`config.mk`:
```
export PLATFORM = sky130hd
export DESIGN_NAME = control_sequencer
export DESIGN_NICKNAME = d
export VERILOG_FILES = /design/src/rtl/control_sequencer_pkg.sv /design/src/rtl/control_sequencer_opcode_decoder.sv /design/src/rtl/control_sequencer.sv
export SDC_FILE = /design/constraint.sdc
export NUM_CORES = 1
export LEC_CHECK = 0
export BUFFER_PORTS_ARGS = -buffer_cell sky130_fd_sc_hd__buf_4
export CORE_AREA = 4 4 41 43
export DETAILED_ROUTE_END_ITERATION = 10
export DIE_AREA = 0 0 45 47
export PLACE_DENSITY = 0.57
export REMOVE_ABC_BUFFERS = 1
export SLEW_MARGIN = 20
export SYNTH_ARGS = -nofsm -noshare
export SYNTH_HDL_FRONTEND = slang
export SYNTH_SLANG_ARGS = --single-unit
```
`constraint.sdc`:
```
create_clock -name CLK -period 1.43 [get_ports CLK]
set_clock_uncertainty 0.05 [all_clocks]
set_input_delay 0.2145 -clock CLK [delete_from_list [all_inputs] [get_ports CLK]]
set_output_delay 0.2145 -clock CLK [all_outputs]
set_load 0.03 [all_outputs]
```
`src/rtl/control_sequencer_pkg.sv`:
```
// control_sequencer_pkg: shared states, opcodes and decoded-op flags for the control sequencer
package control_sequencer_pkg;

   localparam int OPW_DEF = 4;

   typedef enum logic [1:0] {
      S_FETCH = 2'd0,
      S_EXEC1 = 2'd1,
      S_EXEC2 = 2'd2,
      S_HALT  = 2'd3
   } state_t;

   localparam int OP_LDA = 0;
   localparam int OP_STA = 1;
   localparam int OP_ADD = 2;
   localparam int OP_SUB = 3;
   localparam int OP_JMP = 4;
   localparam int OP_JMI = 5;
   localparam int OP_JEQ = 6;
   localparam int OP_STP = 7;
   localparam int OP_LDI = 8;

   typedef struct packed {
      logic lda;
      logic sta;
      logic add;
      logic sub;
      logic jmp;
      logic jmi;
      logic jeq;
      logic stp;
      logic ldi;
      logic illegal;
   } op_t;

endpackage

```
`src/rtl/control_sequencer_opcode_decoder.sv`:
```
// opcode_decoder: maps the opcode field to one-hot op flags plus an illegal flag
module opcode_decoder
   import control_sequencer_pkg::*;
#(
   parameter int OPW = OPW_DEF
) (
   input  logic [OPW-1:0] ir,
   output op_t            op
);

   // one flag per known opcode; anything unmatched is illegal
   always_comb begin
      op         = '0;
      op.lda     = ir == OPW'(OP_LDA);
      op.sta     = ir == OPW'(OP_STA);
      op.add     = ir == OPW'(OP_ADD);
      op.sub     = ir == OPW'(OP_SUB);
      op.jmp     = ir == OPW'(OP_JMP);
      op.jmi     = ir == OPW'(OP_JMI);
      op.jeq     = ir == OPW'(OP_JEQ);
      op.stp     = ir == OPW'(OP_STP);
      op.ldi     = ir == OPW'(OP_LDI);
      op.illegal = !(op.lda | op.sta | op.add | op.sub | op.jmp | op.jmi | op.jeq | op.stp | op.ldi);
   end

endmodule

```
`src/rtl/control_sequencer.sv`:
```
// control_sequencer: fetch/execute state machine driving the datapath controls
module control_sequencer
   import control_sequencer_pkg::*;
#(
   parameter int OPW     = OPW_DEF,
   parameter bit WAIT_EN = 1'b1
) (
   input  logic           CLK,
   input  logic           RESET_N,
   input  logic [OPW-1:0] IR,
   input  logic           EQ,
   input  logic           MI,
   input  logic           MEM_RDY,
   input  logic           GO,
   output logic           FETCH,
   output logic           EXEC1,
   output logic           EXEC2,
   output logic           HALTED,
   output logic           IR_LOAD,
   output logic           Wren,
   output logic           MUX1,
   output logic           MUX3,
   output logic           MUX3_useAllBits,
   output logic           PC_sload,
   output logic           PC_cnt_en,
   output logic           ACC_EN,
   output logic           ACC_LOAD,
   output logic           ADDSUB,
   output logic           ILLEGAL
);

   state_t state_q, state_d;
   logic   illegal_q, illegal_d;
   op_t    op;
   logic   stall;
   logic   alu_ex2;

   opcode_decoder #(.OPW(OPW)) u_dec (
      .ir (IR),
      .op (op)
   );

   // HALT is not a memory-cycle state, so it never stalls
   assign stall = WAIT_EN && !MEM_RDY && state_q != S_HALT;

   assign FETCH  = state_q == S_FETCH;
   assign EXEC1  = state_q == S_EXEC1;
   assign EXEC2  = state_q == S_EXEC2;
   assign HALTED = state_q == S_HALT;

   assign alu_ex2 = EXEC2 & (op.lda | op.add | op.sub);

   // datapath controls; strobes that change architectural state are suppressed while stalled
   always_comb begin
      IR_LOAD         = FETCH & !stall;
      MUX1            = EXEC1 & (op.lda | op.sta | op.add | op.sub);
      Wren            = EXEC1 & op.sta & !stall;
      MUX3            = EXEC2 & op.lda | EXEC1 & op.ldi;
      MUX3_useAllBits = EXEC2 & op.lda;
      ACC_LOAD        = alu_ex2 | EXEC1 & op.ldi;
      ACC_EN          = ACC_LOAD & !stall;
      ADDSUB          = EXEC2 & op.add;
      PC_sload        = EXEC1 & (op.jmp | op.jmi & MI | op.jeq & EQ) & !stall;
      PC_cnt_en       = (alu_ex2 | EXEC1 & (op.sta | op.ldi | op.jmi & !MI | op.jeq & !EQ | op.illegal)) & !stall;
   end

   // next state and sticky illegal-opcode flag
   always_comb begin
      state_d   = stall             ? state_q :
                  state_q == S_FETCH ? S_EXEC1 :
                  state_q == S_EXEC1 ? ((op.lda | op.add | op.sub) ? S_EXEC2 : op.stp ? S_HALT : S_FETCH) :
                  state_q == S_EXEC2 ? S_FETCH :
                  GO                 ? S_FETCH : S_HALT;
      illegal_d = illegal_q | (EXEC1 & op.illegal & !stall);
   end

   assign ILLEGAL = illegal_q;

   // state register with asynchronous reset to FETCH
   always_ff @(posedge CLK or negedge RESET_N) begin
      if (!RESET_N) begin
         state_q   <= S_FETCH;
         illegal_q <= 1'b0;
      end else begin
         state_q   <= state_d;
         illegal_q <= illegal_d;
      end
   end

endmodule

```
## Word-level counts from Yosys, hierarchy flattened

Cells that the tools add are included.

| word-level totals | value |
|---|---|
| register bits after elaboration | 3 |
| latch bits | 0 |
| RAM bits | 0 |
| memory bits (read-only) | 0 |
| input port bits | 10 |
| word-level logic and storage cells | 67 |
| memories | 0 |

| operators by class | value |
|---|---|
| add/sub/neg operators | 0 |
| $mul | 0 |
| divide/modulo/power cells | 0 |
| $lt $le $gt $ge | 0 |
| equal/unequal tests | 12 |
| shift-type cells | 0 |
| muxes and demuxes | 6 |
| bitwise gates (word level) | 39 |
| reduce and logical (&&, ||, !) cells | 8 |

Operators with widths:

| operator | count |
|---|---|
| 1-bit bitwise OR | 20 |
| 1-bit bitwise AND | 19 |
| 4-bit by 3-bit == test with 1-bit output (second input constant) | 4 |
| 2-bit two-way mux | 6 |
| 4-bit by 2-bit == test with 1-bit output (second input constant) | 2 |
| 1-bit logical NOT | 5 |
| 2-bit == test (second input constant) | 2 |
| 4-bit by 1-bit == test with 1-bit output (second input constant) | 1 |
| 4-bit == test (second input constant) | 1 |
| 4-bit logical NOT | 1 |
| 2-bit by 1-bit == test with 1-bit output (second input constant) | 1 |
| 2-bit logical NOT | 1 |
| 2-bit inequality test (second input constant) | 1 |
| 1-bit logical AND | 1 |

## Logic depth before layout (Yosys ltp)

Gate-level depths: netlist (run 1).

| depth | value |
|---|---|
| depth in word-level cells | 14 |
| depth in mapped cells | 4 |

## Modules after synthesis

A second synthesis (run 1) with hierarchy kept.

| unflattened totals | value |
|---|---|
| cell total of the unflattened synthesis | 50 |
| area, all modules | 496.7 um^2 |

Modules (own cells, without submodules):

| module | instances | cells each | area each (um^2) | sequential area each (um^2) |
|---|---|---|---|---|
| control_sequencer | 1 | 36 | 279.0 | 75.1 |
| opcode_decoder | 1 | 14 | 217.7 | 0.0 |

## Worst setup path before layout (run 1)

OpenSTA, ideal clock, no wires.

| path | value |
|---|---|
| path kind | flip-flop to output port |
| start point | reg state_q[0] |
| end point | out PC_cnt_en |
| arrival time | 1.960 ns |
| required time | 1.166 ns |
| path slack | -0.794 ns |
| stages on the path, launching flop included | 5 |
| path buffers | 1 |
| path through | dfrtp_1 -> buf_2 -> nor2b_1 -> nand2_1 -> o32ai_1 |

| between the ends | value |
|---|---|
| longest elaborated chain between the ends | 4 |

RTL lines:

| what | line | text |
|---|---|---|
| from (decl) | control_sequencer.sv:32 | `state_t state_q, state_d;` |
| from (signal assigned) | control_sequencer.sv:85 | `state_q <= state_d;` |
| 2-bit == test | control_sequencer.sv:48 | `assign EXEC2 = state_q == S_EXEC2;` |
| via EXEC2 | control_sequencer.sv:17 | `output logic EXEC2,` |
| 1-bit bitwise AND | control_sequencer.sv:51 | `assign alu_ex2 = EXEC2 & (op.lda \| op.add \| op.sub);` |
| 1-bit bitwise OR | control_sequencer.sv:64 | `PC_cnt_en = (alu_ex2 \| EXEC1 & (op.sta \| op.ldi \| op.jmi & !MI \| op.jeq & !EQ \| op.illegal)) & !stall;` |
| 1-bit bitwise AND | control_sequencer.sv:64 |  |
| to (decl) | control_sequencer.sv:25 | `output logic PC_cnt_en,` |

The timed path passes the listed nets, and every way through them passes these cells.

## Worst setup path after layout (run 1)

| path | value |
|---|---|
| start point | reg state_q[1] |
| end point | out ACC_EN |

| between the ends | value |
|---|---|
| longest elaborated chain between the ends | 4 |

RTL lines:

| what | line | text |
|---|---|---|
| 2-bit == test, or another cell as far along | control_sequencer.sv:48 |  |
| 1-bit bitwise AND, or another cell as far along | control_sequencer.sv:51 |  |
| 1-bit bitwise OR / 1-bit logical NOT (equally long branches) | control_sequencer.sv:60, control_sequencer.sv:61 |  |
| 1-bit bitwise AND (*) | control_sequencer.sv:61 | `ACC_EN = ACC_LOAD & !stall;` |
| to (decl) | control_sequencer.sv:26 | `output logic ACC_EN,` |

Every way passes the cells marked *; elsewhere a longest branch is shown, timed or not.

==> metrics.md, run 1 <==
| Metric | Value |
|---|---|
| Worst-path clk slew | 30 ps |
| Yosys top cell area share | 21.7% |
| Crit path max fanout | 2 |
| Worst rel slew slack | 67.7% |
| Ys Warns | 0 |
| Final std cells w/o fill | 112 |
| ANT cells | 0 |
| Fin crit share | 125% |
| Synth area leader | dfrtp_1 |
| Pwr dens | 1720 nW/um2 |
| Per-cell routed wire length | 13.2 um |
| Area Overhead vs Synth | 159% |
| Largest net degree at the start of global routing | 9 |
| Worst vdd ir | 0.659 mV |
| CTS tree | done |
| Final GP Congestion | 0.747 |
| H-tree Lvls | 1 |
| Worst skew pair latency | 230 ps |
| # DRC | 0 |
| Max-Cap Viols | 0 |
| DPL Wire Length | 1010 um |
| Fin. max-slew vios | 0 |
| Tmin final | 1780 ps |
| Startpoint Class | flop |
| #FFs+latches synth | 3 |
| Max Fclk | 0.561 GHz |
| First-pass GRT wire length | 2430 um |
| Unrepaired setup endpoints after global routing | true |
| CP startpoint | state_q[1] |
| Final setup TNS | -3660 ps |
| Ranking of synthesized cells by area | dfrtp_1 22%, nor2b_1 7.2%, nand2_1 6.5% |
| Post-placement cell area | 627 um2 |
| Die Wd | 45 um |
| Number of distinct library cells after synthesis | 30 |
| Commonest cells after routing, fill and taps aside | 31 x buf_4, 16 x buf_6, 5 x nand2_1 |
| I/O pin cnt | 25 |
| Commonest non-fill, non-tap cell in the layout | buf_4 |
| Inst Count DP | 96 |
| IO Port Bufs | 24 |
| Vias in the first global route | 536 |
| Clock Path Buffers | 2 |
| Layout cell share with drive strength beyond 1 | 69.1% |
| Overflow after GRT | 0 |
| Initial antenna violation count | 0 |
| Root Driver | clkbuf_4 |
| Hold Slack | 218 ps |
| Hold/Removal Path Class | input port to flop |
| Worst slew pin tran | 484 ps |
| Cell Rows | 13 |
| Initial Util | 26.6% |
| Synth Instances | 47 |
| Synth Area per Inst | 7.37 um2 |
| Die height | 47 um |
| Power, Total | 1540 uW |
| Beginning of the worst hold path | GO |
| Leakage | 0.000431 uW |
| Num CTS Buffers | 3 |
| Core Area | 1300 um2 |
| Nets | 108 |
| Vias | 552 |
| Critical Path End Type | output pin |
| Setup ws final | -351 ps |
| Setup-failing EPs final | 16 |
| WL final | 1480 um |
| Fin. Hold Viols | 0 |
| Post-synthesis sequential area ratio | 21.7% |
| Cell Area, Synth | 347 um2 |
| CP Data Arrival Time | 1520 ps |
| Worst r2r src | state_q[0] |
| 1st-pass router iterations | 2 |
| Worst Path Required | 1170 ps |
| Die area | 2120 um2 |
| Status | finished, violations left |
| Design area | 897 um2 |
| Post-route ant nets | 0 |
| GR Util All Layers | 15.8% |
| Critical path class | flop to output pin |
| Failing checks | negative setup slack |
| Drt first-iter violations | 6 |
| Clk sinks | 3 |
| DR vias/cell | 4.93 |
==> registers in the layout (all words and copies together) (netlist names) <==
register	flops
state_q	2
ILLEGAL	1
==> layout make-up <==
class	count	area, um2
multi-input combinational	40	347
clock buffer	4	26.3
fill	103	404
tap	15	18.8
sequential	3	75.1
inverter	2	7.51
timing repair buffer	48	423
==> final timing paths <==
path	endpoint	cells past startpoint	slack [ps]
max	ACC_EN	4	-350
min in group asynchronous	ILLEGAL	2	270
min	state_q[1]	3	220
min reg2reg	ILLEGAL	1	410
max in group asynchronous	state_q[0]	2	970
max reg2reg	ILLEGAL	8	-240
==> logic make-up (layout without fill, tap and decap cells) <==
| kind of cell | after synthesis | count (layout) | share of synthesized area (%) |
|---|---|---|---|
| AOI/OAI and AO/OA | 11 | 11 | 25.3 |
| DFF | 3 | 3 | 21.7 |
| and+or+nand+nor | 29 | 29 | 48.4 |
| buffers and inverters | 4 | 54 | 4.69 |
==> cell usage after synthesis <==
cell type,n
a211o_1,1
nand2_1,6
a211oi_1,1
nand3_1,1
a31o_2,1
a21oi_1,2
nand2b_1,1
inv_1,2
nor4bb_1,1
o32ai_1,1
o32ai_2,1
or3_1,1
a31oi_1,1
and2b_1,1
or3b_1,1
a22oi_1,1
and3_1,2
nor2_1,3
and2_1,3
o21a_1,1
or2_0,1
nor3b_1,1
dfrtp_1,3
buf_2,1
o22ai_1,1
nor2b_1,4
nor3_1,1
nand3b_1,1
clkbuf_1,1
or2b_1,1
==> critical path, cell delays in order, from the launching register on <==
cell and delay (ps):
dfrtp_1 350, or3b_4 400, o32ai_4 230, o21a_1 170
buf_6 130
==> power breakdown <==
part / internal, uW / switching (uW) / total (uW)
clock network: 105 / 44.7 / 149
registers: 119 / 18.6 / 138
logic: 687 / 569 / 1260
total: 911 / 633 / 1540
==> metal layers <==
layer / vias up / part of all wire [%] / GRT usage, %
met5: - / 0 / 0
met4: 0 / 1.0 / 8.19
met3: 2 / 5.5 / 2.30
met2: 17 / 51 / 26.6
met1: 256 / 43 / 19.6
li1: 277 / - / -
==> timing repair <==
action | in CTS | in global routing
pin swaps | 6 | 0
buffers inserted | 10 | 1
hold buffers | 1 | 0
resized for setup | 34 | 2
setup endpoints to repair | 12 | 16
hold endpoints to repair | 3 | 0
==> metrics by stage <==
step / utilization (%) / worst slack (ps)
2_1_floorplan: - / -756
3_3_place_gp: 48.2 / -113
3_5_place_dp: 48.2 / -153
4_1_cts: 67.7 / -361
5_1_grt: 68.9 / -449
6_report: 68.9 / -351
No activity file was read; power rests on OpenSTA's default activity.
==> run 2: changes to the inputs <==
Settings changed: CELL_PAD_IN_SITES_DETAIL_PLACEMENT from default to 1, CELL_PAD_IN_SITES_GLOBAL_PLACEMENT from default to 1, CORE_AREA 4 4 41 43 to default, CORE_ASPECT_RATIO from default to 1.2, CORE_MARGIN from default to 4, CORE_UTILIZATION from default to 22, DIE_AREA 0 0 45 47 to default, PLACE_DENSITY 0.57 to 0.71.
==> metrics.md, run 2 (synthesis results as in run 1) <==
| Metric | Value |
|---|---|
| GR Util All Layers | 15.0% (was 15.8%) |
| Fin crit share | 127% (was 125%) |
| Critical Path End Type | output pin (unchanged) |
| Final GP Congestion | 0.737 (was 0.747) |
| Post-route ant nets | 0 (unchanged) |
| I/O pin cnt | 25 (unchanged) |
| Status | finished, violations left (unchanged) |
| Max Fclk | 0.550 GHz (was 0.561 GHz) |
| Largest net degree at the start of global routing | 9 (unchanged) |
| Clk sinks | 3 (unchanged) |
| Fill count | 179 (was 103) |
| Leakage | 0.000389 uW (was 0.000431 uW) |
| Fin. max-slew vios | 0 (unchanged) |
| Root Driver | clkbuf_4 (unchanged) |
| Crit-path cells | or3b_4 -> o32ai_4 -> o21a_1 -> buf_6 (unchanged) |
| Number of flip-flops in the largest register | 2 (unchanged) |
| Critical path class | flop to output pin (unchanged) |
| Pwr dens | 1670 nW/um2 (was 1720 nW/um2) |
| Worst vdd ir | 0.701 mV (was 0.659 mV) |
| Setup-failing EPs final | 14 (was 16) |
| Die area | 2280 um2 (was 2120 um2) |
| Commonest non-fill, non-tap cell in the layout | buf_4 (unchanged) |
| DR vias/cell | 4.88 (was 4.93) |
| Clock Path Buffers | 2 (unchanged) |
| First-pass GRT wire length | 2590 um (was 2430 um) |
| CTS tree | done (unchanged) |
| Worst skew pair latency | 240 ps (was 230 ps) |
| Tmin final | 1820 ps (was 1780 ps) |
| Largest stage delay, worst path | 410 ps (was 400 ps) |
| 1st-pass router iterations | 4 (was 2) |
| Initial Util | 23.7% (was 26.6%) |
| CP Data Arrival Time | 1550 ps (was 1520 ps) |
| Switch share | 44.3% (was 41.0%) |
| H-tree Lvls | 1 (unchanged) |
| Psw | 614 uW (was 633 uW) |
| Worst slew pin tran | 455 ps (was 484 ps) |
| Final std cells w/o fill | 108 (was 112) |
| Layout cell share with drive strength beyond 1 | 64.8% (was 69.1%) |
| Fin. Hold Viols | 0 (unchanged) |
| ANT cells | 0 (unchanged) |
| Startpoint Class | flop (unchanged) |
| Die Wd | 44.2 um (was 45 um) |
| Hold Slack | 238 ps (was 218 ps) |
| Clock group share of total power | 11.2% (was 9.7%) |
| Cell Rows | 15 (was 13) |
| Worst Path Required | 1170 ps (about the same) |
| Top reg by flops | state_q (unchanged) |
| Worst path slowest cell | or3b_4 (unchanged) |
| WL final | 1560 um (was 1480 um) |
| Cell internal pwr | 770 uW (was 911 uW) |
| IO Port Bufs | 24 (unchanged) |
| Initial antenna violation count | 0 (unchanged) |
| Worst-path clk slew | 40 ps (was 30 ps) |
| Nets | 102 (was 108) |
| DPL Wire Length | 1140 um (was 1010 um) |
| Worst rel slew slack | 69.6% (was 67.7%) |
| Num CTS Buffers | 3 (unchanged) |
| Area Overhead vs Synth | 139% (was 159%) |
| Crit path max fanout | 3 (was 2) |
| Vias | 527 (was 552) |
| Inst Count DP | 101 (was 96) |
| Drt first-iter violations | 14 (was 6) |
| Final setup TNS | -2840 ps (was -3660 ps) |
| Power, Total | 1380 uW (was 1540 uW) |
| Setup ws final | -388 ps (was -351 ps) |
| Core Area | 1460 um2 (was 1300 um2) |
| # DRC | 0 (unchanged) |
| Failing checks | negative setup slack (unchanged) |
| Overflow after GRT | 0 (unchanged) |
| Comb power frac | 78.5% (was 81.4%) |
| Unrepaired setup endpoints after global routing | true (unchanged) |
| Vias in the first global route | 587 (was 536) |
| Commonest cells after routing, fill and taps aside | 29 x buf_4, 11 x buf_6, 5 x nand2_1 (was 31 x buf_4, 16 x buf_6, 5 x nand2_1) |
| Hold/Removal Path Class | input port to flop (unchanged) |
| Die height | 51.5 um (was 47 um) |
| Max-Cap Viols | 0 (unchanged) |
| Per-cell routed wire length | 14.5 um (was 13.2 um) |
| Sequential share of power | 10.3% (was 8.9%) |
[run 2: power groups by stage]
stage	clock network (uW)	registers (uW)	logic [uW]
2_1_floorplan	0	175	368
3_3_place_gp	0	137	777
3_5_place_dp	0	138	795
4_1_cts	162	139	933
5_1_grt	168	148	1150
6_report	156	142	1090
[run 2: worst paths after layout]
path / startpoint / to / slack, ps / depth (start not counted)
max reg2reg: state_q[1] / ILLEGAL / -120 / 6
min: IR[0] / state_q[0] / 240 / 3
min in group asynchronous: RESET_N / state_q[1] / 250 / 2
max in group asynchronous: RESET_N / ILLEGAL / 980 / 2
max: state_q[1] / ACC_EN / -390 / 4
min reg2reg: ILLEGAL / ILLEGAL / 420 / 1
[run 2: timing repair]
| item | 4_1_cts | 5_1_grt |
|---|---|---|
| resized for setup | 20 | 10 |
| buffers inserted | 0 | 2 |
| endpoints found under the hold margin | 3 | 0 |
| pin swaps | 2 | 2 |
| hold buffers | 1 | 0 |
| endpoints found under the setup margin | 13 | 15 |
[run 2: critical path: cells and delay by family, from the launching register on]
| kind | cells | cell delay, ps |
|---|---|---|
| and+or+nand+nor | 1 | 410 |
| AOI/OAI and AO/OA | 2 | 400 |
| DFF | 1 | 370 |
| buffers and inverters | 1 | 130 |
[run 2: metal layers]
layer | vias to the layer above | part of all wire [%] | track usage [%]
li1 | 256 | - | -
met1 | 251 | 40 | 18.1
met2 | 20 | 53 | 25.7
met3 | 0 | 7.0 | 4.58
met4 | 0 | 0 | 3.02
met5 | - | 0 | 0
[run 2: area by class of cell]
| class | count | area (um2) | area share [%] |
|---|---|---|---|
| multi-input cells | 40 | 332 | 40.0 |
| flip-flops and latches | 3 | 75.1 | 9.06 |
| repair buffers | 42 | 367 | 44.3 |
| clock buffers | 4 | 26.3 | 3.17 |
| well taps | 17 | 21.3 | 2.57 |
| inverters | 2 | 7.51 | 0.906 |
[run 2: through the flow]
stage / utilization [%] / worst slack [ps] / area (um2)
after floorplan: - / -756 / 338
after detailed placement: 44.5 / -155 / 652
after global routing: 56.6 / -488 / 828
after CTS: 53.1 / -393 / 777
final: 56.6 / -388 / 828
after global placement: 44.5 / -108 / 652
==> run 3: changes to the inputs <==
Settings changed: CORE_ASPECT_RATIO 1.2 to default, CORE_UTILIZATION 22 to 26, PLACE_DENSITY 0.71 to 0.78.
Clock period 1.43 ns to 2.2 ns, I/O delays scaled along.
==> metrics.md, run 3 (synthesis results as in run 1) <==
| Metric | Value |
|---|---|
| IO Port Bufs | 24 (unchanged) |
| WL final | 1170 um (was 1560 um) |
| CTS tree | done (unchanged) |
| Pwr dens | 1060 nW/um2 (was 1670 nW/um2) |
| Die height | 44.5 um (was 51.5 um) |
| R2R cell count | 3 (was 6) |
| Critical path class | flop to output pin (unchanged) |
| Number of flip-flops in the largest register | 2 (unchanged) |
| 1st-pass router iterations | 2 (was 4) |
| Nets | 85 (was 102) |
| Cell Rows | 12 (was 15) |
| Final setup TNS | 0 ps (was -2840 ps) |
| Layout cell share with drive strength beyond 1 | 39.2% (was 64.8%) |
| Fin crit share | 94.0% |
| Num CTS Buffers | 3 (unchanged) |
| Max-Cap Viols | 0 (unchanged) |
| Die Wd | 44.5 um (was 44.2 um) |
| Clock Path Buffers | 2 (unchanged) |
| Clk sinks | 3 (unchanged) |
| FF-to-FF End | ILLEGAL (unchanged) |
| Fin. max-slew vios | 0 (unchanged) |
| # DRC | 0 (unchanged) |
| H-tree Lvls | 1 (unchanged) |
| DPL Wire Length | 895 um (was 1140 um) |
| Leakage | 0.000273 uW (was 0.000389 uW) |
| Unrepaired setup endpoints after global routing | false (was true) |
| Fin. Hold Viols | 0 (unchanged) |
| Worst slew pin tran | 312 ps (was 455 ps) |
| Worst r2r src | state_q[1] (unchanged) |
| Vias | 463 (was 527) |
| Area Overhead vs Synth | 65.0% (was 139%) |
| Worst path slowest cell | dfrtp_1 (was or3b_4) |
| Max Fclk | 0.484 GHz |
| Commonest non-fill, non-tap cell in the layout | buf_4 (unchanged) |
| DR vias/cell | 5.26 (was 4.88) |
| Root Driver | clkbuf_4 (unchanged) |
| ANT cells | 0 (unchanged) |
| Drt first-iter violations | 3 (was 14) |
| Setup-failing EPs final | 0 (was 14) |
| CP Data Arrival Time | 1690 ps (was 1550 ps) |
| Worst rel slew slack | 79.2% (was 69.6%) |
| Per-cell routed wire length | 13.3 um (was 14.5 um) |
| Overflow after GRT | 0 (unchanged) |
| Commonest cells after routing, fill and taps aside | 24 x buf_4, 6 x nand2_1, 4 x nor2b_1 (was 29 x buf_4, 11 x buf_6, 5 x nand2_1) |
| PostCTS Resize Cnt | 0 (was 20) |
| Hold Slack | 329 ps (was 238 ps) |
| I/O pin cnt | 25 (unchanged) |
| CP bufs+invs | 1 (unchanged) |
| First-pass GRT wire length | 1820 um (was 2590 um) |
| Crit-path cells | or3b_1 -> o32ai_2 -> o21a_1 -> buf_4 (was or3b_4 -> o32ai_4 -> o21a_1 -> buf_6) |
| Post-route ant nets | 0 (unchanged) |
| Core Area | 1190 um2 (was 1460 um2) |
| Die area | 1980 um2 (was 2280 um2) |
| Initial Util | 29.2% (was 23.7%) |
| Worst Hold Depth | 3 (unchanged) |
| Beginning of the worst hold path | GO (was IR[0]) |
| Crit path max fanout | 10 (was 3) |
| Initial antenna violation count | 0 (unchanged) |
| Startpoint Class | flop (unchanged) |
| Largest stage delay, worst path | 470 ps (was 410 ps) |
| Worst-path clk slew | 30 ps (was 40 ps) |
| Tmin final | 2070 ps |
| Largest net degree at the start of global routing | 11 (was 9) |
| FF-to-FF setup slack | 850 ps (was -120 ps) |
| Hold/Removal Path Class | input port to flop (unchanged) |
| CP startpoint | state_q[0] (was state_q[1]) |
| Worst Hold End | state_q[1] (was state_q[0]) |
| Worst vdd ir | 0.650 mV (was 0.701 mV) |
| Critical Path End Type | output pin (unchanged) |
| GR Util All Layers | 12.4% (was 15.0%) |
| Cell family with most CP delay | flip-flops (was simple AND/OR/NAND/NOR gates) |
| Status | complete, no violations (was finished, violations left) |
| Final GP Congestion | 0.686 (was 0.737) |
| Worst skew pair latency | 240 ps (about the same) |
| Vias in the first global route | 413 (was 587) |
| Worst Path Required | 1820 ps (was 1170 ps) |
| Top reg by flops | state_q (unchanged) |
## run 3: worst max path at each step
stage | cells after the start | to
after detailed placement | 5 | ACC_EN
final | 4 | ACC_EN
after floorplan | 3 | PC_cnt_en
after global placement | 4 | ACC_EN
after CTS | 4 | ACC_EN
after global routing | 4 | ACC_EN
## run 3: cell type report
cell class / count / area [um2]
Fill cell: 162 / 614
Multi-Input combinational cell: 40 / 255
Timing Repair Buffer: 25 / 190
Sequential cell: 3 / 75.1
Clock buffer: 4 / 26.3
Tap cell: 14 / 17.5
Inverter: 2 / 7.51
## run 3: metrics by stage
| stage | util, % | power (uW) | cells | setup slack, ps | instance area [um2] |
|---|---|---|---|---|---|
| after detailed placement | 45.1 | 502 | 83 | 383 | 536 |
| final | 48.2 | 604 | 88 | 133 | 572 |
| after CTS | 48.2 | 604 | 88 | 139 | 572 |
| after global routing | 48.2 | 644 | 88 | 41.7 | 572 |
| after floorplan | - | 353 | 45 | -102 | 338 |
| after global placement | 45.1 | 501 | 83 | 415 | 536 |
## run 3: repair_timing
action                                 in CTS  in global routing
buffers inserted                            0                  0
hold buffers                                1                  0
endpoints found under the hold margin       3                  0
## run 3: tightest hold or removal path: cells and delay by family
family | cells | cell delay [ps]
buffers and inverters | 1 | 80
and+or+nand+nor | 1 | 80
AOI/OAI and AO/OA | 1 | 70
## run 3: per-layer routing
metal | GRT usage [%] | vias up | part of all wire, %
met5 | 0 | - | 0
met2 | 18.3 | 17 | 44
met3 | 5.28 | 2 | 6.9
met4 | 5.42 | 0 | 1.5
met1 | 15.6 | 220 | 47
li1 | - | 224 | -
## run 3: power by group
| group | internal, uW | switching, uW | total (uW) | leakage, uW |
|---|---|---|---|---|
| logic | 154 | 224 | 378 | 0.000225 |
| registers | 77.0 | 46.1 | 123 | 0.0000328 |
| clock network | 68.3 | 34.2 | 102 | 0.0000150 |
